<file path="src/rtl/fifo_stream_pkg.sv">
// Shared types and defaults for the FIFO read-side streamer and its skid buffer.
package fifo_stream_pkg;

    localparam int DEF_WIDTH   = 8;
    localparam int DEF_PKT_LEN = 4;

    // The FIFO presents rdata one clock after it samples rd_en.
    localparam int RD_LAT = 1;

    typedef logic [1:0] occ_t;

endpackage

</file>
<file path="src/rtl/fifo_skid_buf.sv">
// Two-entry, FIFO-ordered register buffer; the head register drives the stream output directly.
module fifo_skid_buf
    import fifo_stream_pkg::*;
#(
    parameter int WIDTH = DEF_WIDTH
) (
    input  logic             clk_i,
    input  logic             rst_n_i,
    input  logic             push_i,
    input  logic [WIDTH-1:0] push_data_i,
    input  logic             pop_i,
    output occ_t             occ_o,
    output logic [WIDTH-1:0] head_o
);

    occ_t             r_occ;
    logic [WIDTH-1:0] r_head;
    logic [WIDTH-1:0] r_tail;

    // Data is cleared along with occupancy so the stream output reads 0 out of reset.
    always_ff @(posedge clk_i or negedge rst_n_i) begin
        if (!rst_n_i) begin
            r_occ  <= '0;
            r_head <= '0;
            r_tail <= '0;
        end else begin
            case ({push_i, pop_i})
                2'b10: begin
                    if (r_occ == 2'd0) r_head <= push_data_i;
                    else               r_tail <= push_data_i;
                    r_occ <= r_occ + 2'd1;
                end
                2'b01: begin
                    r_head <= r_tail;
                    r_occ  <= r_occ - 2'd1;
                end
                2'b11: begin
                    // Simultaneous push/pop keeps occupancy; the new word lands behind any survivor.
                    if (r_occ == 2'd1) begin
                        r_head <= push_data_i;
                    end else begin
                        r_head <= r_tail;
                        r_tail <= push_data_i;
                    end
                end
                default: ;
            endcase
        end
    end

    assign occ_o  = r_occ;
    assign head_o = r_head;

endmodule

</file>
<file path="src/rtl/fifo_rd_streamer.sv">
// Async-FIFO read-port consumer: safe rd_en issue, latency absorption, valid/ready stream with packet framing.
module fifo_rd_streamer
    import fifo_stream_pkg::*;
#(
    parameter int WIDTH   = DEF_WIDTH,
    parameter int PKT_LEN = DEF_PKT_LEN,
    parameter int CNT_W   = 16
) (
    input  logic             clk_i,
    input  logic             rst_n_i,
    input  logic             enable_i,
    input  logic             empty_i,
    input  logic [WIDTH-1:0] rdata_i,
    output logic             rd_en_o,
    output logic             m_valid_o,
    input  logic             m_ready_i,
    output logic [WIDTH-1:0] m_data_o,
    output logic             m_last_o,
    output logic [CNT_W-1:0] words_o,
    output logic             busy_o
);

    localparam logic [15:0] LAST_IDX = 16'(PKT_LEN - 1);

    logic             r_inflight;
    logic [15:0]      r_pkt_cnt;
    logic [CNT_W-1:0] r_words;

    occ_t             w_occ;
    logic [WIDTH-1:0] w_head;
    logic             w_valid;
    logic             w_pop;
    logic [2:0]       w_load;
    logic             w_space;
    logic             w_last;

    fifo_skid_buf #(
        .WIDTH (WIDTH)
    ) u_buf (
        .clk_i       (clk_i),
        .rst_n_i     (rst_n_i),
        .push_i      (r_inflight),
        .push_data_i (rdata_i),
        .pop_i       (w_pop),
        .occ_o       (w_occ),
        .head_o      (w_head)
    );

    assign w_valid = (w_occ != 2'd0);
    assign w_pop   = w_valid && m_ready_i;
    assign w_load  = {1'b0, w_occ} + {2'b00, r_inflight};
    // A slot is guaranteed if load is below 2, or exactly 2 with a pop freeing one this edge.
    assign w_space = (w_load < 3'd2) || ((w_load == 3'd2) && w_pop);
    // Gating with reset keeps the FIFO from being read while the buffer is held cleared.
    assign rd_en_o = rst_n_i && enable_i && !empty_i && w_space;
    assign w_last  = (r_pkt_cnt == LAST_IDX);

    always_ff @(posedge clk_i or negedge rst_n_i) begin
        if (!rst_n_i) begin
            r_inflight <= 1'b0;
            r_pkt_cnt  <= '0;
            r_words    <= '0;
        end else begin
            r_inflight <= rd_en_o;
            if (w_pop) begin
                r_pkt_cnt <= w_last ? 16'd0 : r_pkt_cnt + 16'd1;
                r_words   <= r_words + 1'b1;
            end
        end
    end

    assign m_valid_o = w_valid;
    assign m_data_o  = w_head;
    assign m_last_o  = w_valid && w_last;
    assign words_o   = r_words;
    assign busy_o    = r_inflight || w_valid;

endmodule
</file>
<file path="config.mk">
export PLATFORM = sky130hd
export DESIGN_NAME = fifo_rd_streamer
export DESIGN_NICKNAME = d
export VERILOG_FILES = /design/src/rtl/fifo_stream_pkg.sv /design/src/rtl/fifo_skid_buf.sv /design/src/rtl/fifo_rd_streamer.sv
export SDC_FILE = /design/constraint.sdc
export NUM_CORES = 1
export LEC_CHECK = 0
export ABC_AREA = 1
export ABC_CLOCK_PERIOD_IN_PS = 2300
export CAP_MARGIN = 20
export CORE_MARGIN = 2
export CORE_UTILIZATION = 55
export CTS_CLUSTER_DIAMETER = 50
export DETAILED_ROUTE_END_ITERATION = 16
export PLACE_DENSITY = 0.76
export SKIP_CTS_REPAIR_TIMING = 1
export SLEW_MARGIN = 20
export SYNTH_ARGS = -nofsm -noshare
export SYNTH_HDL_FRONTEND = slang
export SYNTH_HIERARCHICAL = 1
export SYNTH_SLANG_ARGS = --single-unit
</file>
<file path="constraint.sdc">
create_clock -name clk_i -period 2.3 [get_ports clk_i]
set_clock_uncertainty 0.05 [all_clocks]
set_input_delay 0.46 -clock clk_i [delete_from_list [all_inputs] [get_ports clk_i]]
set_output_delay 0.46 -clock clk_i [all_outputs]
set_load 0.02 [all_outputs]
</file>
# Word-level counts from Yosys, hierarchy flattened
# Index checks and enable logic that the tools add are counted.
dict set report word_totals {
  register_bits 51
  latch_bits 0
  ramBits 0
  romBits 0
  input_bits 13
  output_inout_bits 28
  elab_cells 45
  memories 0
}
dict set report op_classes {
  add_sub_neg 5
  n_mul 0
  n_div 0
  n_lt_le_gt_ge 1
  eq_ne 9
  shift 0
  muxes 8
  bitwise 0
  reduce_logical 16
}
# op count
set op_table {}
lappend op_table {{$add A16 B1 Y16 const B} 2}
lappend op_table {{$mux W8} 4}
lappend op_table {{$pmux W8 S3} 1}
lappend op_table {{$eq A16 B2 Y1 const B} 1}
lappend op_table {{$mux W16} 1}
lappend op_table {{$pmux W8 S2} 1}
lappend op_table {{$logic_and A1 B1 Y1} 6}
lappend op_table {{$reduce_bool A2 Y1} 3}
lappend op_table {{$eq A2 B1 Y1 const B} 2}
lappend op_table {{$eq A2 B2 Y1 const B} 2}
lappend op_table {{$ne A2 B2 Y1 const B} 2}
lappend op_table {{$pmux W2 S2} 1}
lappend op_table {{$add A2 B1 Y3} 1}
lappend op_table {{$eq A3 B2 Y1 const B} 1}
lappend op_table {{$lt A3 B2 Y1 const B} 1}
lappend op_table {{$reduce_and A3 Y1} 1}
lappend op_table {{$reduce_bool A3 Y1} 1}
lappend op_table {{$add A2 B1 Y2 const B} 1}
lappend op_table {{$logic_not A2 Y1} 1}
lappend op_table {{$logic_or A1 B1 Y1} 2}
lappend op_table {{$ne A2 B1 Y1 const B} 1}
lappend op_table {{$reduce_and A2 Y1} 1}
lappend op_table {{$sub A2 B1 Y2 const B} 1}
lappend op_table {{$logic_not A1 Y1} 1}

# Logic depth before layout (Yosys ltp)
dict set report depth {
  word_depth 5
  ltp_mapped 10
  depth_no_buf 9
}

# Cells and area by module
# Netlist, hierarchy kept.
# mod n_inst cells_each area_per_inst_um2 seq_area_each_um2
set modules_own_cells {}
lappend modules_own_cells {fifo_rd_streamer 1 244 1963.1 825.8}
lappend modules_own_cells {fifo_skid_buf 1 117 945.9 450.4}

# Least setup slack after synthesis
# Ideal clock, no wire load.
dict set report synth_path {
  kind {reg2out}
  from {register u_buf.r_occ[0] (netlist: u_buf/occ_o[0])}
  to {output rd_en_o}
  t_arrival_ns 1.333
  t_required_ns 1.790
  setup_slack_ns 0.457
  stages_incl_launch_ff 6
  path_buffers 0
  cell_sequence {dfrtp_1 -> ha_1 -> inv_1 -> ha_1 -> a31oi_1 -> nor3_2}
}
dict set report synth_via {
  elab_chain_len 5
  word_cells_on_any_way 8
  cone_classes {1 x add/sub; 1 x order compare; 1 x eq/ne; 5 x reduce/logical}
}
# item line
set synth_rtl {}
lappend synth_rtl {{start, declared} fifo_skid_buf.sv:16} ;# occ_t r_occ;
lappend synth_rtl {{start signal, assigned} fifo_skid_buf.sv:31} ;# r_occ <= r_occ + 2'd1;
lappend synth_rtl {{start signal, assigned} fifo_skid_buf.sv:35} ;# r_occ <= r_occ - 2'd1;
lappend synth_rtl {{parallel branches: the longest is 3 deep, another holds $add A2 B1 Y3} n/a}
lappend synth_rtl {{$logic_or A1 B1 Y1 *} fifo_rd_streamer.sv:53} ;# assign w_space = (w_load < 3'd2) || ((w_load == 3'd2) && w_pop);
lappend synth_rtl {{$logic_and A1 B1 Y1 *} fifo_rd_streamer.sv:55} ;# assign rd_en_o = rst_n_i && enable_i && !empty_i && w_space;
lappend synth_rtl {{end, declared} fifo_rd_streamer.sv:14} ;# output logic rd_en_o,
# Mark *: on every way between the ends.

# Worst setup path after layout
dict set report layout_path {
  from {register r_inflight}
  to {output rd_en_o}
}
dict set report layout_via {
  elab_chain_len 5
  word_cells_on_any_way 6
  cone_classes {1 x add/sub; 1 x order compare; 1 x eq/ne; 3 x reduce/logical}
}
# item line
set layout_rtl {}
lappend layout_rtl {{start, declared} fifo_rd_streamer.sv:25} ;# logic r_inflight;
lappend layout_rtl {{start signal, assigned} fifo_rd_streamer.sv:64} ;# r_inflight <= rd_en_o;
lappend layout_rtl {{$add A2 B1 Y3 *} fifo_rd_streamer.sv:51} ;# assign w_load = {1'b0, w_occ} + {2'b00, r_inflight};
lappend layout_rtl {{parallel branches: the longest is 2 deep, another holds $lt A3 B2 Y1} n/a}
lappend layout_rtl {{$logic_or A1 B1 Y1 *} fifo_rd_streamer.sv:53}
lappend layout_rtl {{$logic_and A1 B1 Y1 *} fifo_rd_streamer.sv:55}
# Marked as above.

==> results.txt <==
The completed layout was analyzed and its total power is 4020 uW. Relative to the synthesized area, the layout overhead comes to 23.7%. The average wire per cell in the routed design came out at between 10 and 15 um. The number of design rule violations left after detail routing is 0. The gate count after technology mapping is roughly 360. The power density over the cells came out at 1120 mW/mm2. The async set-reset flop share out of synthesis came out at 100%. The overflow left after global routing is 0.

Detailed placement ended at an HPWL of 4370 um. Counting flops with a built-in enable in the synthesized netlist gives 0. The standby leakage power came out at ~0.0018 uW. The total via count in the routed design came out at roughly 2500. The clock latency at the later pin of the worst-skew pair came out at around 0.3 ns.

The number of nets with antenna violations after routing came out at 0. 0 antenna diodes ended up in the layout. The fill cell total of the finished layout came out at roughly 410. The die width is ~77 um. The data arrival time of the critical path came out at 1.67 ns. In this run, synthesis produced a sequential element count of 51. The critical path is of the flop to output pin type. After layout, the worst path uses between 90% and 100% of the clock period. The maximum level of the CTS H-tree came out at 2.

The post-layout worst setup margin came out at roughly 0.12 ns. The routed design has 5960 um of wire. The mean number of vias per cell is 5.04.

The final layout contains around 440 nets. In the final layout, the share of cells above drive strength 1 is approximately 12%. The headroom to the max-slew limit came out at 56.8%.

The sort of element at the start of the critical path is a flop. Setup repair after global routing left no endpoint under its margin. The floorplan step defined a die boundary enclosing approximately 0.0059 mm2.

The number of global-route vias before repair is around 2400. Ranked by total cell area, the synthesized netlist is headed by dfrtp_1 44%, nand2_1 15%, nand3_1 5.8%. The maximum buffer depth of the clock tree is 2.

The post-synthesis cell type with the largest combined area is dfrtp_1. The overall routing resource usage is roughly 22%. The tightest min-delay check is of the input pin to asynchronous set/reset pin type. For this run, the leading register cell type out of synthesis is dfrtp_1. The number of max-slew violations in the final report was 0. The first TritonRoute pass finished after 4 iterations. STA classifies the critical path endpoint as an output pin. The number of antenna violations at the first check in global routing came out at 0. The placed instance count is 481.

The area of all sequential standard cells came out at 0.00128 mm2. Clock tree synthesis inserted a total of 5 buffers. The synthesized netlist net count came out at roughly 390.

The final RePlAce weighted congestion is slightly below 0.9. The share of the synthesized area in the top cell type came out at 43.9%. The area inside the core boundary is just over 0.005 mm2. By count the netlist is led by 118 x nand2_1, 51 x dfrtp_1, 45 x inv_1. Summing all non-filler instances in the final layout gives an area of 0.00360 mm2. Setup violations remaining at the end of the flow were counted as 0.

The number of failing hold endpoints at the final stage came out at 0. The reported max-cap violation count came out at 0. The average instance area after synthesis came out at 8.06 um2. The post-layout minimum cycle time is 2.18 ns.

The floorplan step set the die height to roughly 77 um. The clock sink count is 51. The data required time of the critical path is about 1.8 ns. The mapped cell area is approximately 0.0029 mm2. The most frequent cell after synthesis is nand2_1.

The number of buffers added on ports is 40. The root cell of the clock tree is clkbuf_8. The area taken by multi-input logic gates is approximately 0.0014 mm2. The site row count came out at 26. In this run the worst path has a maximum fanout of 2. The fraction of the yosys area taken by sequential cells is roughly 44%.

The initial standard-cell utilization of the core is 57.0%. The clock tree from TritonCTS is yes. At the placement stage, the worst setup path has a slack of -0.214 ns.

The count of synthesis-stage warnings from yosys came out at 6. The maximum operating frequency is between 400 and 500 MHz. The count of placed standard cells in the final layout, fillers left out came out at ~500. The number of cell instances on the worst register-to-register path came out at 11. The largest net degree at the start of global routing came out at 52.

The cell area after placement came out at roughly 0.0035 mm2. The slew at the pin with the worst max-slew slack came out at between 0.6 and 0.7 ns. The violation count after the first detailed-route iteration came out at 90. The worst-case vdd ir drop came out at 0.638 mV. After clock tree synthesis, the clock-pin slew on the worst setup and hold paths is approximately 0.090 ns. The run finished with clean final reports.

The wire length of the first global-routing pass came out at roughly 11000 um. 41 I/O pins were placed. The unique cell type count in the Yosys netlist came out at 30.
[power by group]
part	switching (uW)	total (uW)	internal, uW	leakage [uW]
Sequential	299	1520	1230	0.000614
Combinational	1040	1760	719	0.00116
Clock	300	735	435	0.0000654
[final timing paths]
kind,endpoint,slack [ns],start
max,rd_en_o,0.12,r_inflight$_DFF_PN0_
min,u_buf/r_tail[2]$_DFFE_PN0P_,0.23,rst_n_i
max reg2reg,u_buf/head_o[5]$_DFFE_PN0P_,0.31,u_buf/occ_o[0]$_DFFE_PN0P_
min reg2reg,u_buf/r_tail[1]$_DFFE_PN0P_,0.43,u_buf/r_tail[1]$_DFFE_PN0P_
max in group asynchronous,words_o[1]$_DFFE_PN0P_,1.53,rst_n_i
min in group clk_i,u_buf/r_tail[1]$_DFFE_PN0P_,0.43,u_buf/r_tail[1]$_DFFE_PN0P_
[metal layers]
metal,vias to the layer above,part of all wire [%],track usage [%]
met5,-,0,0
met4,0,0.92,5.45
met3,5,3.3,4.71
met2,43,49,38.5
met1,1181,47,28.2
li1,1237,-,-
[critical path, cell delays in order, from the launching register on]
cell      delay, ns
dfrtp_1        0.40
ha_1           0.22
ha_1           0.18
nor2_1         0.10
a31oi_1        0.11
nor3_2         0.16
clkbuf_2       0.20
[cells by family (layout without fill, tap and decap cells)]
family | count (synthesis) | count (layout) | share of synthesized area (%)
AND/OR/NAND/NOR | 219 | 219 | 36.3
flip-flops | 51 | 51 | 43.9
buffers and inverters | 51 | 109 | 6.84
XOR/XNOR | 18 | 18 | 5.42
adder cells (fa/ha/maj) | 11 | 11 | 4.73
AO/OA/AOI/OAI | 11 | 11 | 2.80
[metrics by stage]
stage,utilization (%),hold slack [ns],setup TNS (ns)
finish,70.5,0.228,0
floorplan,-,0.114,0
global placement,67.8,0.404,-1.36
detailed placement,67.8,0.410,-2.01
global route,70.5,0.305,0
CTS,70.4,0.259,-0.608
[registers in the layout, indices dropped and copies added, names as in the netlist]
name          cells
u_buf/occ_o       2
r_pkt_cnt        16
r_inflight        1
u_buf/head_o      8
words_o          16
u_buf/r_tail      8
[area by class of cell]
type	instances	area share, %
repair buffers	51	13.3
flip-flops and latches	51	35.5
clock buffers	6	2.02
inverters	50	5.22
well taps	70	2.43
multi-input cells	259	39.9
clock inverters	2	1.67
[layout by cell type (no fill, tap or decap), types with 2 or more instances in the layout]
cell / n
nand2_1: 118
dfrtp_1: 51
inv_1: 45
clkdlybuf4s50_1: 36
nand3_1: 34
nor2_1: 27
xor2_1: 13
buf_4: 11
nand4_1: 10
ha_1: 10
nor2_4: 6
inv_2: 5
nor3_1: 5
nand2_2: 5
xnor2_1: 5
clkbuf_8: 5
nand2_4: 4
o21ai_1: 3
a21oi_1: 3
nor3_2: 2
nand3b_1: 2
bufinv_16: 2
dlymetal6s2s_1: 2
No activity file was read; power rests on OpenSTA's default activity.
